==> config.mk <==
export PLATFORM = sky130hd
export DESIGN_NAME = pwm_demod_averager_flat
export DESIGN_NICKNAME = d
export VERILOG_FILES = /design/src/rtl/pwm_demod_averager_pkg.sv /design/src/rtl/pwm_demod_averager_if.sv /design/src/rtl/pwm_demod_averager_half_acc.sv /design/src/rtl/pwm_demod_averager.sv /design/src/flat_wrapper.sv
export SDC_FILE = /design/constraint.sdc
export NUM_CORES = 1
export LEC_CHECK = 0
export ABC_AREA = 1
export BUFFER_PORTS_ARGS = -buffer_cell sky130_fd_sc_hd__buf_2
export CAP_MARGIN = 10
export CORE_UTILIZATION = 58
export CTS_BUF_LIST = sky130_fd_sc_hd__clkbuf_8
export DETAILED_ROUTE_END_ITERATION = 10
export PLACE_DENSITY = 0.79
export REMOVE_ABC_BUFFERS = 1
export SETUP_SLACK_MARGIN = 0.2
export SYNTH_ARGS = -nofsm -noshare
export SYNTH_HDL_FRONTEND = slang
export SYNTH_SLANG_ARGS = --single-unit
==> constraint.sdc <==
create_clock -name clk -period 2.5 [get_ports clk]
set_clock_uncertainty 0.2 [all_clocks]
set_input_delay 0.125 -clock clk [delete_from_list [all_inputs] [get_ports clk]]
set_output_delay 0.125 -clock clk [all_outputs]
set_load 0.02 [all_outputs]
==> src/rtl/pwm_demod_averager_pkg.sv <==
// Shared types, widths and width helpers for the PWM lock-in averager.
package pwm_demod_pkg;

  typedef enum logic [1:0] {
    SYNC = 2'd0,
    ON   = 2'd1,
    OFF  = 2'd2
  } state_t;

  localparam int ADC_W = 12;

  function automatic int sum_w(input int log2_s);
    return ADC_W + log2_s;
  endfunction

  function automatic int acc_w(input int log2_s, input int log2_p);
    return sum_w(log2_s) + log2_p;
  endfunction

endpackage

==> src/rtl/pwm_demod_averager_if.sv <==
// Result stream of the averager.
// A word transfers on every clock edge where out_valid && out_ready; the master
// holds out_data and out_valid stable while out_valid is high and out_ready low.
interface pwm_demod_averager_if;
  import pwm_demod_pkg::*;

  logic [ADC_W-1:0] out_data;
  logic             out_valid;
  logic             out_ready;

  modport master (output out_data, output out_valid, input out_ready);
  modport slave  (input out_data, input out_valid, output out_ready);
endinterface

==> src/rtl/pwm_demod_averager_half_acc.sv <==
// One half-period accumulator: skips SETTLE samples, sums the next 2^LOG2_S,
// ignores the rest. 'clear' restarts the half and may coincide with a sample.
module pwm_demod_half_acc
  import pwm_demod_pkg::*;
#(
  parameter int LOG2_S = 2,
  parameter int SETTLE = 1
) (
  input  logic                      clk,
  input  logic                      rst_n,
  input  logic                      clear,
  input  logic                      sample_valid,
  input  logic [ADC_W-1:0]          sample_data,
  output logic [sum_w(LOG2_S)-1:0]  sum,
  output logic                      full
);

  localparam int SW    = sum_w(LOG2_S);
  localparam int LIMIT = SETTLE + (1 << LOG2_S);
  localparam int CNT_W = $clog2(LIMIT + 1);

  logic [CNT_W-1:0] cnt;
  logic [CNT_W-1:0] cnt_base;
  logic [SW-1:0]    sum_base;

  // A sample in the clear cycle is the first sample of the new half.
  always_comb begin
    cnt_base = clear ? '0 : cnt;
    sum_base = clear ? '0 : sum;
  end

  always_ff @(posedge clk or negedge rst_n) begin
    if (!rst_n) begin
      cnt <= '0;
      sum <= '0;
    end else begin
      cnt <= cnt_base;
      sum <= sum_base;
      if (sample_valid && (cnt_base < CNT_W'(LIMIT))) begin
        cnt <= cnt_base + 1'b1;
        if (cnt_base >= CNT_W'(SETTLE)) sum <= sum_base + SW'(sample_data);
      end
    end
  end

  assign full = (cnt == CNT_W'(LIMIT));

endmodule

==> src/rtl/pwm_demod_averager.sv <==
// PWM lock-in averager: per-period ON-minus-OFF mean, clamped at zero,
// averaged over 2^LOG2_P periods and offered on a valid/ready stream.
module pwm_demod_averager
  import pwm_demod_pkg::*;
#(
  parameter int LOG2_S = 2,
  parameter int SETTLE = 1,
  parameter int LOG2_P = 3
) (
  input  logic             clk,
  input  logic             rst_n,
  input  logic             switch_pwm,
  input  logic             sample_valid,
  input  logic [ADC_W-1:0] sample_data,
  pwm_demod_averager_if.master res,
  output logic             short_pulse,
  output logic             overrun_pulse,
  output state_t           fsm_state
);

  localparam int SW = sum_w(LOG2_S);
  localparam int AW = acc_w(LOG2_S, LOG2_P);

  logic   phase_q, rise, fall;
  state_t state, state_next;
  logic   on_en, off_en, close;

  logic [SW-1:0] on_sum, off_sum, diff, diff_q;
  logic          on_full, off_full, close_q, wrap;
  logic [AW-1:0] acc, acc_sum;
  logic [LOG2_P-1:0] period_cnt;
  logic [ADC_W-1:0]  out_data_q;
  logic              out_valid_q;

  assign rise = switch_pwm & ~phase_q;
  assign fall = ~switch_pwm & phase_q;

  always_ff @(posedge clk or negedge rst_n) begin
    if (!rst_n) begin
      state   <= SYNC;
      phase_q <= 1'b0;
    end else begin
      state   <= state_next;
      phase_q <= switch_pwm;
    end
  end

  always_comb begin
    state_next = state;
    case (state)
      SYNC:    if (rise) state_next = ON;
      ON:      if (fall) state_next = OFF;
      OFF:     if (rise) state_next = ON;
      default: state_next = SYNC;
    endcase
  end

  // Gating on the next state routes an edge-cycle sample into the new half.
  always_comb begin
    on_en  = sample_valid && (state_next == ON);
    off_en = sample_valid && (state_next == OFF);
    close  = (state == OFF) && rise;
  end

  assign fsm_state = state;

  pwm_demod_half_acc #(.LOG2_S(LOG2_S), .SETTLE(SETTLE)) u_on_acc (
    .clk          (clk),
    .rst_n        (rst_n),
    .clear        (rise),
    .sample_valid (on_en),
    .sample_data  (sample_data),
    .sum          (on_sum),
    .full         (on_full)
  );

  pwm_demod_half_acc #(.LOG2_S(LOG2_S), .SETTLE(SETTLE)) u_off_acc (
    .clk          (clk),
    .rst_n        (rst_n),
    .clear        (fall),
    .sample_valid (off_en),
    .sample_data  (sample_data),
    .sum          (off_sum),
    .full         (off_full)
  );

  assign diff    = (on_sum > off_sum) ? (on_sum - off_sum) : '0;
  assign acc_sum = acc + AW'(diff_q);
  assign wrap    = close_q && (&period_cnt);

  // Sums are still the closing period's during the close cycle; capture them.
  always_ff @(posedge clk or negedge rst_n) begin
    if (!rst_n) begin
      short_pulse <= 1'b0;
      close_q     <= 1'b0;
      diff_q      <= '0;
    end else begin
      short_pulse <= close && !(on_full && off_full);
      close_q     <= close && on_full && off_full;
      if (close) diff_q <= diff;
    end
  end

  always_ff @(posedge clk or negedge rst_n) begin
    if (!rst_n) begin
      acc        <= '0;
      period_cnt <= '0;
    end else if (close_q) begin
      period_cnt <= period_cnt + 1'b1;
      acc        <= wrap ? '0 : acc_sum;
    end
  end

  always_ff @(posedge clk or negedge rst_n) begin
    if (!rst_n) begin
      out_data_q    <= '0;
      out_valid_q   <= 1'b0;
      overrun_pulse <= 1'b0;
    end else begin
      overrun_pulse <= 1'b0;
      if (wrap) begin
        if (out_valid_q && !res.out_ready) begin
          overrun_pulse <= 1'b1;
        end else begin
          out_data_q  <= acc_sum[AW-1 -: ADC_W];
          out_valid_q <= 1'b1;
        end
      end else if (out_valid_q && res.out_ready) begin
        out_valid_q <= 1'b0;
      end
    end
  end

  assign res.out_data  = out_data_q;
  assign res.out_valid = out_valid_q;

endmodule
==> src/flat_wrapper.sv <==
// flat-port wrapper written by rule: the top's interface ports become plain ports
module pwm_demod_averager_flat import pwm_demod_pkg::*;
#(
  parameter int LOG2_S = 2,
  parameter int SETTLE = 1,
  parameter int LOG2_P = 3
)
  (clk, rst_n, switch_pwm, sample_valid, sample_data, short_pulse, overrun_pulse, fsm_state, res_out_data, res_out_valid, res_out_ready);
  pwm_demod_averager_if res_i ();
  input  logic clk;
  input  logic rst_n;
  input  logic switch_pwm;
  input  logic sample_valid;
  input  logic [ADC_W-1:0] sample_data;
  output logic short_pulse;
  output logic overrun_pulse;
  output state_t fsm_state;
  output wire logic [$bits(res_i.out_data)-1:0] res_out_data;
  output wire logic [$bits(res_i.out_valid)-1:0] res_out_valid;
  input wire logic [$bits(res_i.out_ready)-1:0] res_out_ready;
  assign res_out_data = res_i.out_data;
  assign res_out_valid = res_i.out_valid;
  assign res_i.out_ready = res_out_ready;
  pwm_demod_averager #(.LOG2_S(LOG2_S), .SETTLE(SETTLE), .LOG2_P(LOG2_P)) u_core (.clk(clk), .rst_n(rst_n), .switch_pwm(switch_pwm), .sample_valid(sample_valid), .sample_data(sample_data), .res(res_i), .short_pulse(short_pulse), .overrun_pulse(overrun_pulse), .fsm_state(fsm_state));
endmodule
==> impl_metrics.ini <==
[yosys]
ys_top_cells_by_count = 412 x sky130_fd_sc_hd__nand2_1, 174 x sky130_fd_sc_hd__inv_1, 87 x sky130_fd_sc_hd__dfrtp_1, 81 x sky130_fd_sc_hd__nor2_1, 62 x sky130_fd_sc_hd__nand3_1
synth_xor_xnor_area_share_pct = 3.73
synth_area_in_adders_pct = 11.8
synthDistinctLibCells = 36
synth_top_area_share_pct = 32.0
post_synthesis_instance_total = 1032
synth_simple_gate_area_share_pct = 36.6
synth_compound_gate_area_share_pct = 4.89
ys_ff_latch = 87
synth-seq-area-share_pct = 32.0
postSynthAreaPerCell_sq_um = 6.60
count_of_flip_flops_with_a_built_in_enable_after_synthesis = 0
async_set_or_reset_flop_fraction_in_the_synthesized_netlist_pct = 100
post_synth_mux_area_share_pct = 0
synth.cell_area_sq_um = 6810
synth_top_cell_by_area = sky130_fd_sc_hd__dfrtp_1
synth_top_family_by_area = simple AND/OR/NAND/NOR gates
synthesis.yosys.warnings = 0
synth_top_cells_by_area = sky130_fd_sc_hd__dfrtp_1 32%, sky130_fd_sc_hd__nand2_1 23%, sky130_fd_sc_hd__ha_1 11%
synth_ff_type = sky130_fd_sc_hd__dfrtp_1
synthMostInstantiatedCell = sky130_fd_sc_hd__nand2_1

[routing]
viasPerCell = 5.27
vias = 6567
detail_route.iter0.violations = 367
drt-total-wl_mm = 17.1
detailed_routing_iterations_pass_1 = 5
drc = 0
detail_route.wl_per_cell_um = 13.7
detail-route-antenna-nets = 0

[floorplan]
width_of_the_chip_um = 110
overall_die_area_sq_um = 12200
placementRows = 39
start_util_pct = 59.7
die_y_um = 110
number_of_placed_i_o_pins = 34
floorplan.core_area_sq_um = 11400

[timing]
rsz0062_at_grt = true
setup_total_negative_slack_ns = 0
drv_slew = 0
finalSetupViolCount = 0
relSlewSlack_pct = 35.3
timing_hold_violations_final = 0
tightestPinTransition_ns = 0.967
share_of_the_clock_period_used_by_the_worst_path_pct = 92.8
minimum_clock_period_after_layout_ns = 2.32
max_freq_mhz = 431

[worst_setup_path]
worst_path_maximum_fanout = 6
worstSetupStartpointType = flop
critPathArrivalTime_ns = 2.39
end_kind = flop
critical_path_class = flop to flop
cp_data_required_time_ns = 2.57

[layout]
layout_cell_share_with_drive_strength_beyond_1_pct = 16.5
design_area_sq_um = 8120
fillers = 941
ff_latch_area_sq_um = 2180
diodes = 0
flow.area_growth_from_synthesis_pct = 19.1
nets = 1178
multi_input_logic_area_sq_um = 4330

[clocking]
cts_made_buffers = 9
tritoncts = yes
cts.path.max_buffers = 2
clock_sinks = 87
clk_pin_slew_worst_paths_ns = 0.09
ctsHtreeMaxLevel = 3
clock_tree.root_cell = sky130_fd_sc_hd__clkbuf_8
insertion_delay_ns = 0.37

[min_path]
holdCritPathClass = input port to async pin

[grt]
grt-ovfl-total = 0
grt_pass1_wl_mm = 26.4
grt_util_all_layers_pct = 28.1
largest_net_degree_at_the_start_of_global_routing = 65
antenna_found_initial = 0
grt_pass1_vias = 6127

[pwr]
p_leak_uw = 0.00468
cellPowerDensity_nw_per_um2 = 840
total_power_uw = 6820
peakVddDrop_mv = 0.432

[placement]
gp_congestion = 0.912
detailed_place_hpwl_mm = 12.1
portBuffers = 33
post_dp_cell_area_sq_um = 7160

[flow_run]
maxCapViolations = 0

[outcome]
outcome = completed
placed cells by master, fill, tap and decap left out, drive strengths merged, types with 10 or more instances in the layout:
master	instances
o21ai	28
nand3	65
dfrtp	87
buf	60
xor2	13
clkbuf	10
ha	58
inv	180
xnor2	16
nand3b	12
nor2	85
nand2	416
nand4	11
a21oi	29
final timing paths:
kind	end	from	slack (ns)	cells after the start
worst max-delay path	u_core.u_off_acc.sum[10]	u_core.phase_q	0.18	13
worst min-delay path	u_core.acc[1]	rst_n	0.07	3
worst max register to register	u_core.u_off_acc.sum[10]	u_core.phase_q	0.18	13
worst min register to register	u_core.period_cnt[0]	u_core.period_cnt[0]	0.28	1
max in group asynchronous	u_core.res.out_data[9]	rst_n	0.70	3
min in group clk	u_core.u_on_acc.sum[1]	sample_data[1]	0.08	4
what timing repair did:
action / CTS / global route
pin swaps: 2 / 37
setup endpoints to repair: 17 / 29
buffers inserted: 3 / 15
hold buffers: 6 / 0
hold endpoints to repair: 99 / 0
resized for setup: 8 / 101
cloned: 0 / 1
report_power, final:
part / total [uW] / internal [uW] / switching, uW
Sequential: 1790 / 1630 / 161
Clock: 1190 / 659 / 536
Combinational: 3830 / 1470 / 2350
registers in the layout (all words and copies together) (netlist names):
name	flops
u_core.u_off_acc.sum	14
u_core.phase_q	1
u_core.overrun_pulse	1
u_core.res.out_data	12
u_core.close_q	1
u_core.acc	17
u_core.diff_q	14
u_core.res.out_valid	1
u_core.fsm_state	2
u_core.u_off_acc.cnt	3
u_core.period_cnt	3
u_core.u_on_acc.cnt	3
u_core.u_on_acc.sum	14
u_core.short_pulse	1
layout make-up:
cell class	count	area share, %
tap	143	2.20
sequential	87	26.8
inverter	179	8.40
timing repair buffer	67	6.31
multi-input combinational	755	53.3
clock buffer	9	1.53
clock inverter	7	1.40
cell families after synthesis:
family | count (synthesis)
xor gates and xnor gates | 29
adders and majority gates | 62
DFF | 87
buffers and inverters | 190
AOI/OAI and AO/OA | 62
and+or+nand+nor | 602
routing by layer:
layer / GRT usage [%] / wire length, um / vias up
li1: - / - / 3300
met2: 50.8 / 8470 / 180
met3: 3.35 / 597 / 63
met5: 0 / 0 / -
met4: 13.8 / 685 / 0
met1: 32.6 / 7300 / 3024
per-stage QoR:
step	utilization (%)	cells	worst slack, ns	hold slack (ns)
floorplan	-	1021	0.196	-0.371
global placement	62.7	1206	0.105	-0.162
detailed placement	62.7	1206	0.0811	-0.161
CTS	65.9	1231	0.160	0.0668
global route	71.1	1247	0.0934	0.101
finish	71.1	1247	0.181	0.0742
critical path, cell delays in order, from the launching register on:
cell,delay (ns)
sky130_fd_sc_hd__dfrtp_1,0.41
sky130_fd_sc_hd__inv_2,0.12
sky130_fd_sc_hd__nor2_4,0.07
sky130_fd_sc_hd__buf_12,0.14
sky130_fd_sc_hd__nor2_1,0.19
sky130_fd_sc_hd__ha_4,0.26
sky130_fd_sc_hd__nand2_1,0.12
sky130_fd_sc_hd__inv_1,0.07
sky130_fd_sc_hd__a21oi_1,0.24
sky130_fd_sc_hd__nand3_2,0.10
sky130_fd_sc_hd__nand2_1,0.08
sky130_fd_sc_hd__nand3_1,0.09
sky130_fd_sc_hd__nand2_1,0.09
sky130_fd_sc_hd__inv_1,0.04
Note: power is estimated with default switching activity, not from simulation.
